===== src/rtl/pc_seq_pkg.sv =====
// Shared picoMIPS definitions for the program-counter sequencer:
// memory width, default return-stack depth and the decoded PC operation.
package picoMIPS_package;

    localparam int PMEM_WIDTH     = 8;
    localparam int PC_STACK_DEPTH = 4;

    typedef enum logic [2:0] {
        HOLD = 3'd0,
        INC  = 3'd1,
        BR   = 3'd2,
        JMP  = 3'd3,
        CALL = 3'd4,
        RET  = 3'd5
    } pc_op_t;

    // With the stack compiled out, call/ret fall through to the remaining inputs.
    function automatic pc_op_t pc_decode(
        input logic stack_en,
        input logic inc,
        input logic jmp,
        input logic br,
        input logic call,
        input logic ret
    );
        pc_op_t op;
        if (stack_en && ret) begin
            op = RET;
        end else if (stack_en && call) begin
            op = CALL;
        end else if (jmp) begin
            op = JMP;
        end else if (br) begin
            op = BR;
        end else if (inc) begin
            op = INC;
        end else begin
            op = HOLD;
        end
        return op;
    endfunction

endpackage


===== src/rtl/pc_seq_stack.sv =====
// LIFO return-address stack for pc_seq; only the occupancy count is reset,
// entry data is left as-is.
module pc_stack
    import picoMIPS_package::*;
#(
    parameter int W     = PMEM_WIDTH,
    parameter int DEPTH = PC_STACK_DEPTH
) (
    input  logic         clk,
    input  logic         nRst,
    input  logic         push,
    input  logic         pop,
    input  logic [W-1:0] din,
    output logic [W-1:0] dout,
    output logic         full,
    output logic         empty
);

    localparam int PTR_W = $clog2(DEPTH);
    localparam int CNT_W = PTR_W + 1;

    logic [CNT_W-1:0] count_q;
    logic [CNT_W-1:0] count_d;
    logic [PTR_W-1:0] top_idx_s;
    logic [W-1:0]     mem_q [DEPTH];
    logic             do_push_s;
    logic             do_pop_s;

    assign full      = (count_q == CNT_W'(DEPTH));
    assign empty     = (count_q == {CNT_W{1'b0}});
    assign do_pop_s  = pop & ~empty;
    assign do_push_s = push & ~full & ~pop;
    // A full stack has zero low count bits, so count-1 still lands on DEPTH-1.
    assign top_idx_s = count_q[PTR_W-1:0] - PTR_W'(1);
    assign dout      = mem_q[top_idx_s];

    // Occupancy next-state
    always_comb begin
        count_d = count_q;
        if (do_pop_s) begin
            count_d = count_q - CNT_W'(1);
        end else if (do_push_s) begin
            count_d = count_q + CNT_W'(1);
        end else begin
            count_d = count_q;
        end
    end

    // Occupancy register
    always_ff @(posedge clk or negedge nRst) begin
        if (!nRst) begin
            count_q <= {CNT_W{1'b0}};
        end else begin
            count_q <= count_d;
        end
    end

    // Entry storage
    always_ff @(posedge clk) begin
        if (do_push_s) begin
            mem_q[count_q[PTR_W-1:0]] <= din;
        end
    end

endmodule


===== src/rtl/pc_seq.sv =====
// Program-counter sequencer with priority ret > call > jmp > br > inc.
// The return stack and its sticky flags exist only when PC_SEQ_STACK_EN is defined.
module pc_seq
    import picoMIPS_package::*;
#(
    parameter int              ADDR_W      = PMEM_WIDTH,
    parameter logic [ADDR_W-1:0] RESET_ADDR = {ADDR_W{1'b0}},
    parameter int              STACK_DEPTH = PC_STACK_DEPTH
) (
    input  logic              clk,
    input  logic              nRst,
    input  logic              inc,
    input  logic              jmp,
    input  logic              br,
    input  logic              call,
    input  logic              ret,
    input  logic [ADDR_W-1:0] target,
    input  logic [ADDR_W-1:0] offset,
    output logic [ADDR_W-1:0] addr,
    output logic              stk_ovf,
    output logic              stk_unf
);

`ifdef PC_SEQ_STACK_EN
    localparam bit STACK_EN = 1'b1;
`else
    localparam bit STACK_EN = 1'b0;
`endif

    pc_op_t            op_s;
    logic [ADDR_W-1:0] addr_q;
    logic [ADDR_W-1:0] addr_d;
    logic [ADDR_W-1:0] addr_inc_s;
    logic              ovf_q;
    logic              ovf_d;
    logic              unf_q;
    logic              unf_d;
    logic [ADDR_W-1:0] stk_dout_s;
    logic              stk_full_s;
    logic              stk_empty_s;

    assign op_s       = pc_decode(STACK_EN, inc, jmp, br, call, ret);
    assign addr_inc_s = addr_q + ADDR_W'(1);

`ifdef PC_SEQ_STACK_EN
    logic push_s;
    logic pop_s;

    assign push_s = (op_s == CALL);
    assign pop_s  = (op_s == RET);

    pc_stack #(
        .W     (ADDR_W),
        .DEPTH (STACK_DEPTH)
    ) u_stack (
        .clk   (clk),
        .nRst  (nRst),
        .push  (push_s),
        .pop   (pop_s),
        .din   (addr_inc_s),
        .dout  (stk_dout_s),
        .full  (stk_full_s),
        .empty (stk_empty_s)
    );

    assign stk_ovf = ovf_q;
    assign stk_unf = unf_q;
`else
    logic unused_s;

    assign stk_dout_s  = {ADDR_W{1'b0}};
    assign stk_full_s  = 1'b0;
    assign stk_empty_s = 1'b1;
    assign stk_ovf     = 1'b0;
    assign stk_unf     = 1'b0;
    assign unused_s    = ovf_q ^ unf_q ^ STACK_DEPTH[0];
`endif

    // Next address and flag computation
    always_comb begin
        addr_d = addr_q;
        ovf_d  = ovf_q;
        unf_d  = unf_q;
        case (op_s)
            INC:  addr_d = addr_inc_s;
            BR:   addr_d = addr_q + offset;
            JMP:  addr_d = target;
            CALL: begin
                addr_d = target;
                if (stk_full_s) begin
                    ovf_d = 1'b1;
                end else begin
                    ovf_d = ovf_q;
                end
            end
            RET: begin
                if (stk_empty_s) begin
                    addr_d = addr_inc_s;
                    unf_d  = 1'b1;
                end else begin
                    addr_d = stk_dout_s;
                    unf_d  = unf_q;
                end
            end
            HOLD:    addr_d = addr_q;
            default: addr_d = addr_q;
        endcase
    end

    // Address and sticky flag registers
    always_ff @(posedge clk or negedge nRst) begin
        if (!nRst) begin
            addr_q <= RESET_ADDR;
            ovf_q  <= 1'b0;
            unf_q  <= 1'b0;
        end else begin
            addr_q <= addr_d;
            ovf_q  <= ovf_d;
            unf_q  <= unf_d;
        end
    end

    assign addr = addr_q;

endmodule

===== config.mk =====
export PLATFORM = sky130hd
export DESIGN_NAME = pc_seq
export DESIGN_NICKNAME = d
export VERILOG_FILES = /design/src/rtl/pc_seq_pkg.sv /design/src/rtl/pc_seq_stack.sv /design/src/rtl/pc_seq.sv
export SDC_FILE = /design/constraint.sdc
export NUM_CORES = 1
export LEC_CHECK = 0
export CAP_MARGIN = 40
export CORE_ASPECT_RATIO = 1.2
export CORE_MARGIN = 1.5
export CORE_UTILIZATION = 37
export DETAILED_ROUTE_END_ITERATION = 10
export PLACE_DENSITY_LB_ADDON = 0.08
export SKIP_LAST_GASP = 1
export SLEW_MARGIN = 20
export SYNTH_ARGS = -nofsm -noshare
export SYNTH_HDL_FRONTEND = slang
export SYNTH_SLANG_ARGS = --single-unit

===== constraint.sdc =====
create_clock -name clk -period 5.5 [get_ports clk]
set_input_delay 1.1 -clock clk [delete_from_list [all_inputs] [get_ports clk]]
set_output_delay 1.1 -clock clk [all_outputs]
set_load 0.02 [all_outputs]

==> qor.yml <==
comb_power_share_pct: 58.0
insertion_delay_ps: 250
synth-seq-cells: 8
worst_pin_slew_ps: 749
hold_class: "flip-flop to flip-flop"
critPathRequiredTime_ps: 5650
leakage_nw: 0.475
drt-pass1-iter-count: 3
cts_setup_buffers: 0
yosys-top-cells-area: "dfrtp_1 26%, ha_1 11%, and2b_1 4.8%, nand2_1 4.3%, mux2_2 4.3%"
numCtsBuffers: 3
dp_hpwl_um: 1430
crit_start: "jmp"
holdPathStages: 3
min_from: "addr[2]"
io_pins: 33
arrival_ps: 4060
slew_viol_final: 0
yosysMostFrequentCell: "nand2_1"
path_cells: "clkdlybuf4s50_1 -> nor3b_4 -> nand2b_1 -> inv_1 -> ha_1 -> a21o_1 -> a21oi_1 -> o21ai_0 -> nor4bb_1 -> nor4_1"
r2r_cells: 6
cts.sinks: 8
first_iter_violations: 2
slew_headroom_pct: 49.9
drive_gt1_share_pct: 6.96
final_util_pct: 53.3
grt_usage_pct: 17.0
yosysUniqueCellTypes: 36
finalHoldViolCount: 0
yosysTopAreaCell: "dfrtp_1"
dieArea_um2: 2380
grt-ovfl-total: 0
largest_reg_flops: 8
antenna_found_initial: 0
finalNetCount: 148
fp.dieW_um: 44.8
reg2reg_slack_ps: 3550
grt_pass1_vias: 707
crit_path_max_incr_delay_ps: 790
grt_pass1_wl_um: 2950
min_period_ps: 3910
rsz0062_at_grt: "no"
ir_drop_uv: 160
via_per_inst: 5.30
wl_um: 1820
fmax_mhz: 256
critical_path_class: "input port to flip-flop"
diodes: 0
power.net_switching_w: 0.000120
met3_usage_pct: 3.07
internal-power_w: 0.000191
cap_violations: 0
wl_per_cell_um: 13.5
crit_path_max_fanout: 19
final.period_utilization_pct: 71.2
netlist.area_leader.share_pct: 25.8
async_flop_share_pct: 100
fillers: 208
clock_skew_ps: 4.13
start_util_pct: 38.3
syn_to_final_growth_pct: 39.1
avgSynthCellArea_um2: 8.83
setup_viol: 0
r2r_start: "addr[1]"
rows: 18
drtAntennaViolNets: 0
port_buffers: 28
gr-usage-met1_pct: 18.6
grtUsageMet2_pct: 32.9
postCtsResizedCells: 0
ys.flop_type: "dfrtp_1"
die_height_um: 53.2
power_density_nw_per_um2: 288
grt_max_degree: 20
ys_top_cells_by_count: "9 x nand2_1, 8 x dfrtp_1, 7 x ha_1"
vias: 716
ys_warn_count: 0
yosysSeqAreaShare_pct: 25.8
cts_tree: "done"
clk_pin_slew_ps: 50
grt_busiest_layer: "met2"
cts-htree-levels: 1
cts-root-buf: "clkbuf_4"
synth_edf_count: 0
core-area_um2: 2030
synth_area_um2: 777
gp_congestion: 0.733
synthCells: 88
pwr-share-seq_pct: 27.7
status: "complete, no violations"
fin_tns_setup_ps: 0
clockBufferDepth: 2
sw_frac_of_total_pct: 38.6
drc_errors: 0
p_clk_share_pct: 14.3
cp-end-kind: "flip-flop"
start_kind: "input port"
crit_slowest_cell: "clkdlybuf4s50_1"
cts_hold_buffers: 0
[power groups by stage]
stage | combinational (W) | clock, W | sequential [W]
global route | 0.000197 | 0.0000490 | 0.0000883
detailed placement | 0.000180 | 0 | 0.0000880
floorplan | 0.0000983 | 0 | 0.000103
global placement | 0.000176 | 0 | 0.0000872
finish | 0.000180 | 0.0000443 | 0.0000861
CTS | 0.000181 | 0.0000463 | 0.0000867
[placed cells by master, fill, tap and decap left out]
cell              n
clkdlybuf4s50_1  28
a211o_1           1
nor2_1            3
xor2_1            2
nor4_1            4
nand2b_1          3
mux2_2            3
a21oi_1           5
dfrtp_1           8
ha_1              7
o211ai_1          1
mux2i_1           1
and3_1            1
nor4b_1           2
or2_2             1
clkbuf_4          3
a21o_1            2
nor3b_4           1
o21a_1            1
a221oi_1          1
and2b_1           5
a221o_1           1
xnor2_1           2
conb_1            2
o21ai_0           5
or4b_1            1
nand3_1           1
nand2_1           9
nand3b_1          1
fa_1              1
inv_1             5
o31ai_1           1
or4bb_1           1
nor2b_1           1
nor4bb_1          1
[worst max-delay path: cells and delay by family]
kind                     cells  cell delay, ps
AND/OR/NAND/NOR              4            1200
adder cells (fa/ha/maj)      1             270
AO/OA/AOI/OAI                3             660
buffers and inverters        2             840
[final cells by class]
class                           instances  area, um^2  share of cell area [%]
Multi-Input combinational cell         71         534                    49.4
Timing Repair Buffer                   28         280                    25.9
Sequential cell                         8         200                    18.5
Tap cell                               20        25.0                    2.31
Clock buffer                            3        22.5                    2.08
Inverter                                5        18.8                    1.74
[through the flow]
step | std cells | cell area, um^2 | setup slack (ps) | hold WS, ps | total power, W
after floorplan | 89 | 781 | 2480 | 700 | 0.000201
after global placement | 132 | 1060 | 1400 | 596 | 0.000264
after detailed placement | 132 | 1060 | 1340 | 648 | 0.000268
after CTS | 135 | 1080 | 1580 | 662 | 0.000314
after global routing | 135 | 1080 | 1360 | 711 | 0.000335
final | 135 | 1080 | 1590 | 648 | 0.000311
[per-layer routing]
metal,part of all wire [%],up-vias
met2,52,19
met5,0,-
met3,4.6,2
met1,43,327
li1,-,368
met4,0.55,0
[cell families (layout without fill, tap and decap cells)]
kind of cell / count (synthesis) / count (layout) / share of synthesized area (%)
AO/OA/AOI/OAI: 18 / 18 / 14.8
XOR/XNOR: 4 / 4 / 4.51
adder cells (fa/ha/maj): 8 / 8 / 13.8
buffers and inverters: 10 / 36 / 5.96
flip-flops: 8 / 8 / 25.8
multiplexers: 4 / 4 / 5.64
other: 1 / 2 / 0.483
AND/OR/NAND/NOR: 35 / 35 / 29.0
[worst paths after layout]
| check | endpoint |
|---|---|
| hold reg to reg | addr[2] |
| setup / recovery | addr[5] |
| hold / removal | addr[2] |
| min in group asynchronous | addr[5] |
| setup reg to reg | addr[5] |
| max in group asynchronous | addr[2] |
(Power assumes the default switching activity.)
==> edit 1 (same settings) <==
Reset style: synchronous (`nRst`), changed in one clocked block.
--- a/src/rtl/pc_seq.sv
+++ b/src/rtl/pc_seq.sv
@@ -108,7 +108,7 @@
     end
 
     // Address and sticky flag registers
-    always_ff @(posedge clk or negedge nRst) begin
+    always_ff @(posedge clk) begin
         if (!nRst) begin
             addr_q <= RESET_ADDR;
             ovf_q  <= 1'b0;
Behaviour: differs if nRst is asserted again (counterexample within 4 cycles, from zero or initial values and one cycle with nRst low); with nRst held inactive, the same outputs for 10 cycles.
==> edit 1 against the unedited design <==
  * Area after synthesis is 2.3% higher
  * Register-to-register slack improved by 0.10 ns
  * Design area increased by 2.0%
  * Sequential cell count did not move
  * Power fell by 30%
  * Combinational power down 44%
  * Worst setup slack improved by 0.29 ns
  * Routed wire length rose by 2.1%
  * Worst hold slack got worse by 0.12 ns
==> edit 1: results (changes against the unedited design) <==
stage;metric;value;unit;change
run_status;outcome;finished, final reports clean;;unchanged
clocking;clock_latency;0.26;ns;
clocking;post_cts_resized;0;;unchanged
critical_path;path_max_fanout;11;;was 19
power_and_ir_drop;clkPwrFrac;22.0;%;was 14.3%
clocking;cts-root-buf;clkbuf_4;;unchanged
grt;grt_pass1_vias;674;;was 707
synth;muxShareOfSynthArea;1.26;%;was 5.64%
power_and_ir_drop;pg_comb;0.000100;W;was 0.000180 W
detailed_routing;drt_iter0_drc;12;;was 2
grt;grtUsageMet2;27.4;%;was 32.9%
critical_path;worst_path_max_delay_cell;clkdlybuf4s50_1;;unchanged
synth;synth_top_cells_by_area;dfxtp_1, ha_1, and2b_1;;was dfrtp_1, ha_1, and2b_1
synth;synth_compound_area_share;26.6;%;was 14.8%
critical_path;worstPathArrival;3.82;ns;was 4.06 ns
synth;synth_adder_area_share;13.5;%;was 13.8%
worst_hold_path;hold_path.class;reg -> reg;;unchanged
detailed_routing;wl_met2;912;microns;was 940 microns
critical_path;critPathMaxStageDelay;0.65;ns;was 0.79 ns
detailed_routing;highest-signal-layer;met4;;unchanged
final_layout;num_antenna_cells;0;;unchanged
placed_design;numPortBuffers;28;;unchanged
synth;synthDistinctLibCells;48;;was 36
grt;grtUsageTotal;16.6;%;was 17.0%
detailed_routing;post_drt_wl_per_cell;12.3;microns;was 13.5 microns
clocking;clk_pin_slew;0.06;ns;
placed_design;dp_hpwl;1.44;mm;was 1.43 mm
grt;met3_usage;2.68;%;was 3.07%
power_and_ir_drop;p_sw_share;34.8;%;was 38.6%
final_layout;layout-drive-gt1-share;9.92;%;was 6.96%
final_layout;largest_register_ffs;8;;unchanged
grt;grt_max_degree;13;;was 20
detailed_routing;wl_met3;72;microns;was 83 microns
timing;skew;0.00196;ns;was 0.00413 ns
grt;antenna_found_initial;0;;unchanged
synth;synth-seq-area-share;20.2;%;was 25.8%
final_layout;nets;154;;was 148
clocking;htree_levels;1;;unchanged
placed_design;gp_congestion;0.731;;was 0.733
grt;grt_pass1_wl;2.90;mm;was 2.95 mm
synth;synthTopCellsByCount;dfxtp_1, ha_1, nand2_1, nor2_1;;was nand2_1, dfrtp_1, ha_1
power_and_ir_drop;p_sw;0.0000757;W;was 0.000120 W
detailed_routing;wl_met1;853;microns;was 782 microns
detailed_routing;dr.pass1.iters;4;;was 3
clocking;post-cts-setup-buffers;0;;unchanged
clocking;cts_buffer_depth;2;;unchanged
detailed_routing;avgViaCountPerCell;5.07;;was 5.30
power_and_ir_drop;leakagePower;0.477;nW;was 0.475 nW
synth;synth_xor_xnor_area_share;4.25;%;was 4.51%
synth;ys_async_sr_fraction;0;%;was 100%
final_layout;fillers;207;;was 208
grt;grtUsageMet1;20.4;%;was 18.6%
power_and_ir_drop;irDropWorstVdd;0.124;mV;was 0.160 mV
[edit 1: cell types whose count changed after synthesis, sizes merged, moves of 3 or more]
| cell | unedited run | this run |
|---|---|---|
| dfxtp | 0 | 8 |
| nor2 | 3 | 7 |
| nor4 | 4 | 1 |
| mux2 | 3 | 0 |
| dfrtp | 8 | 0 |
| nand2 | 9 | 6 |
[edit 1: final cells by class]
cell class                 count  area [sq um]  area share [%]
multi-input combinational     76           579            52.6
timing repair buffer          28           280            25.4
sequential                     8           160            14.5
tap                           30          37.5            3.41
clock buffer                   3          22.5            2.04
inverter                       6          22.5            2.04
[edit 1: worst paths after layout]
kind,start,endpoint,slack [ns],depth (start not counted)
setup / recovery,jmp,addr[6],1.88,11
hold / removal,addr[0],addr[0],0.52,2
setup reg to reg,addr[0],addr[6],3.65,8
hold reg to reg,addr[0],addr[0],0.52,2
[edit 1: stage by stage]
stage | setup WS, ns | util [%] | cell area, sq um | instances | hold WS (ns)
final | 1.88 | 53.8 | 1100 | 151 | 0.525
after global routing | 1.73 | 53.8 | 1100 | 151 | 0.551
after CTS | 1.84 | 53.8 | 1100 | 151 | 0.531
after detailed placement | 1.56 | 52.7 | 1080 | 148 | 0.512
after global placement | 1.60 | 52.7 | 1080 | 148 | 0.492
after floorplan | 2.64 | - | 798 | 95 | 0.566
[edit 1: worst register-to-register path, delay by kind of cell, from the launching register on]
| family | cells | cell delay (ns) |
|---|---|---|
| buffers and inverters | 1 | 0.06 |
| flip-flops | 1 | 0.35 |
| adder cells (fa/ha/maj) | 2 | 0.60 |
| AO/OA/AOI/OAI | 3 | 0.55 |
| AND/OR/NAND/NOR | 2 | 0.23 |
==> edit 2 (same settings) <==
Without the edit above. Build with the macro `PC_SEQ_STACK_EN` defined.
--- a/src/rtl/pc_seq.sv
+++ b/src/rtl/pc_seq.sv
@@ -1,5 +1,7 @@
 // Program-counter sequencer with priority ret > call > jmp > br > inc.
 // The return stack and its sticky flags exist only when PC_SEQ_STACK_EN is defined.
+`define PC_SEQ_STACK_EN
+
 module pc_seq
     import picoMIPS_package::*;
 #(
Formal check against the unedited RTL: not equivalent (a bounded check fails within 4 cycles, from zero or initial values and one cycle with nRst low).
==> edit 2 against the unedited design <==
  * Clock power rose to 4.7 times the old value
  * Power grew to 5.0 times the old value
  * Area after synthesis grew to 3.3 times the old value
  * Sequential cell count up 37
  * Highest routed layer unchanged
  * Fmax increased by 37%
  * Critical path depth is 6 lower
  * Worst setup slack improved by 1.1 ns
  * Design area grew to 2.8 times the old value
  * Critical endpoint is now u_stack.mem_q[3][6]
  * Routed wire length rose to 3.1 times the old value
==> edit 2: results (changes against the unedited design) <==
stage;metric;value;unit;change
timing;skew;0.00775;ns;was 0.00413 ns
detailed_routing;drt_iter0_drc;78;;was 2
run_status;outcome;finished, final reports clean;;unchanged
grt;grtUsageMet2;28.1;%;was 32.9%
grt;grtUsageMet1;21.1;%;was 18.6%
clocking;htree_levels;2;;was 1
placed_design;gp_congestion;0.762;;was 0.733
detailed_routing;wl_met1;2.54;mm;was 782 microns
power_and_ir_drop;fin_total_pwr;0.00154;W;was 0.000311 W
synth;ys_async_sr_fraction;28.9;%;was 100%
grt;antenna_found_initial;0;;unchanged
detailed_routing;dr.pass1.iters;4;;was 3
detailed_routing;drt_wl_total;5.59;mm;was 1.82 mm
grt;grt_max_degree;16;;was 20
grt;grt_pass1_wl;8.93;mm;was 2.95 mm
critical_path;regToRegSetupSlack;2.84;ns;was 3.55 ns
final_layout;nets;268;;was 148
placed_design;place_area;2940;sq um;was 1060 sq um
power_and_ir_drop;irDropWorstVdd;0.164;mV;was 0.160 mV
final_layout;layout-drive-gt1-share;9.48;%;was 6.96%
synth;syn_avg_cell_area;13.0;sq um;was 8.83 sq um
detailed_routing;wl_met2;2.82;mm;was 940 microns
clocking;cts-root-buf;clkbuf_8;;was clkbuf_4
synth;synth-seq-area-share;50.4;%;was 25.8%
power_and_ir_drop;pg_comb;0.000738;W;was 0.000180 W
critical_path;path_max_fanout;12;;was 19
timing;fin_hold_ws;0.482;ns;was 0.648 ns
worst_hold_path;holdCritStartpoint;stk_unf;;was addr[2]
synth;synth_top_cells_by_area;edfxtp_1, dfrtp_1, ha_1;;was dfrtp_1, ha_1, and2b_1
final_layout;largest_register_ffs;32;;was 8
synth;synthDistinctLibCells;47;;was 36
clocking;clk_pin_slew;0.09;ns;was 0.05 ns
timing;slew_headroom;52.4;%;was 49.9%
synth;synthTopCellsByCount;edfxtp_1, dfrtp_1, ha_1, nor2_1, nand2_1;;was nand2_1, dfrtp_1, ha_1
critical_path;critPathMaxStageDelay;0.65;ns;was 0.79 ns
final_layout;finalNonFillerCells;319;;was 135
power_and_ir_drop;p_sw_share;38.8;%;was 38.6%
placed_design;numPortBuffers;32;;was 28
detailed_routing;vias;1701;;was 716
placed_design;dp_hpwl;4.13;mm;was 1.43 mm
synth;synth-edff-count;32;;was 0
synth;synth_flop_cell;edfxtp_1;;was dfrtp_1
grt;met3_usage;3.40;%;was 3.07%
critical_path;startpoint;ret;;was jmp
critical_path;r2r_start;u_stack.count_q[0];;was addr[1]
timing;min_period;2.86;ns;was 3.91 ns
placed_design;pre_cts_ws;2.31;ns;was 1.34 ns
clocking;clock_latency;0.30;ns;was 0.25 ns
power_and_ir_drop;seq_power_share;38.7;%;was 27.7%
worst_hold_path;whs_endpoint;stk_unf;;was addr[2]
grt;grt_pass1_vias;1682;;was 707
==> edit 2: changes by cell type after synthesis, moves of 5 or more <==
| cell | change |
|---|---|
| o21ai_0 | +5 |
| xor2_1 | +6 |
| a22oi_1 | +6 |
| ha_1 | +5 |
| edfxtp_1 | +32 |
| nor3_1 | +5 |
| nand2b_1 | +6 |
| xnor2_1 | +6 |
| and2b_1 | -5 |
| nor2_1 | +9 |
| dfrtp_1 | +5 |
| mux4_1 | +5 |
==> edit 2: layout make-up <==
cell class | count | area (sq um)
Inverter | 5 | 18.8
Tap cell | 87 | 109
Clock buffer | 5 | 68.8
Sequential cell | 45 | 1290
Timing Repair Buffer | 33 | 328
Clock inverter | 3 | 21.3
Fill cell | 639 | 3730
Multi-Input combinational cell | 141 | 1200
==> edit 2: cell families after synthesis <==
family	synth area share, %
AND/OR/NAND/NOR	11.9
AO/OA/AOI/OAI	13.0
flip-flops	50.4
XOR/XNOR	5.49
adder cells (fa/ha/maj)	7.45
multiplexers	9.36
buffers and inverters	2.40
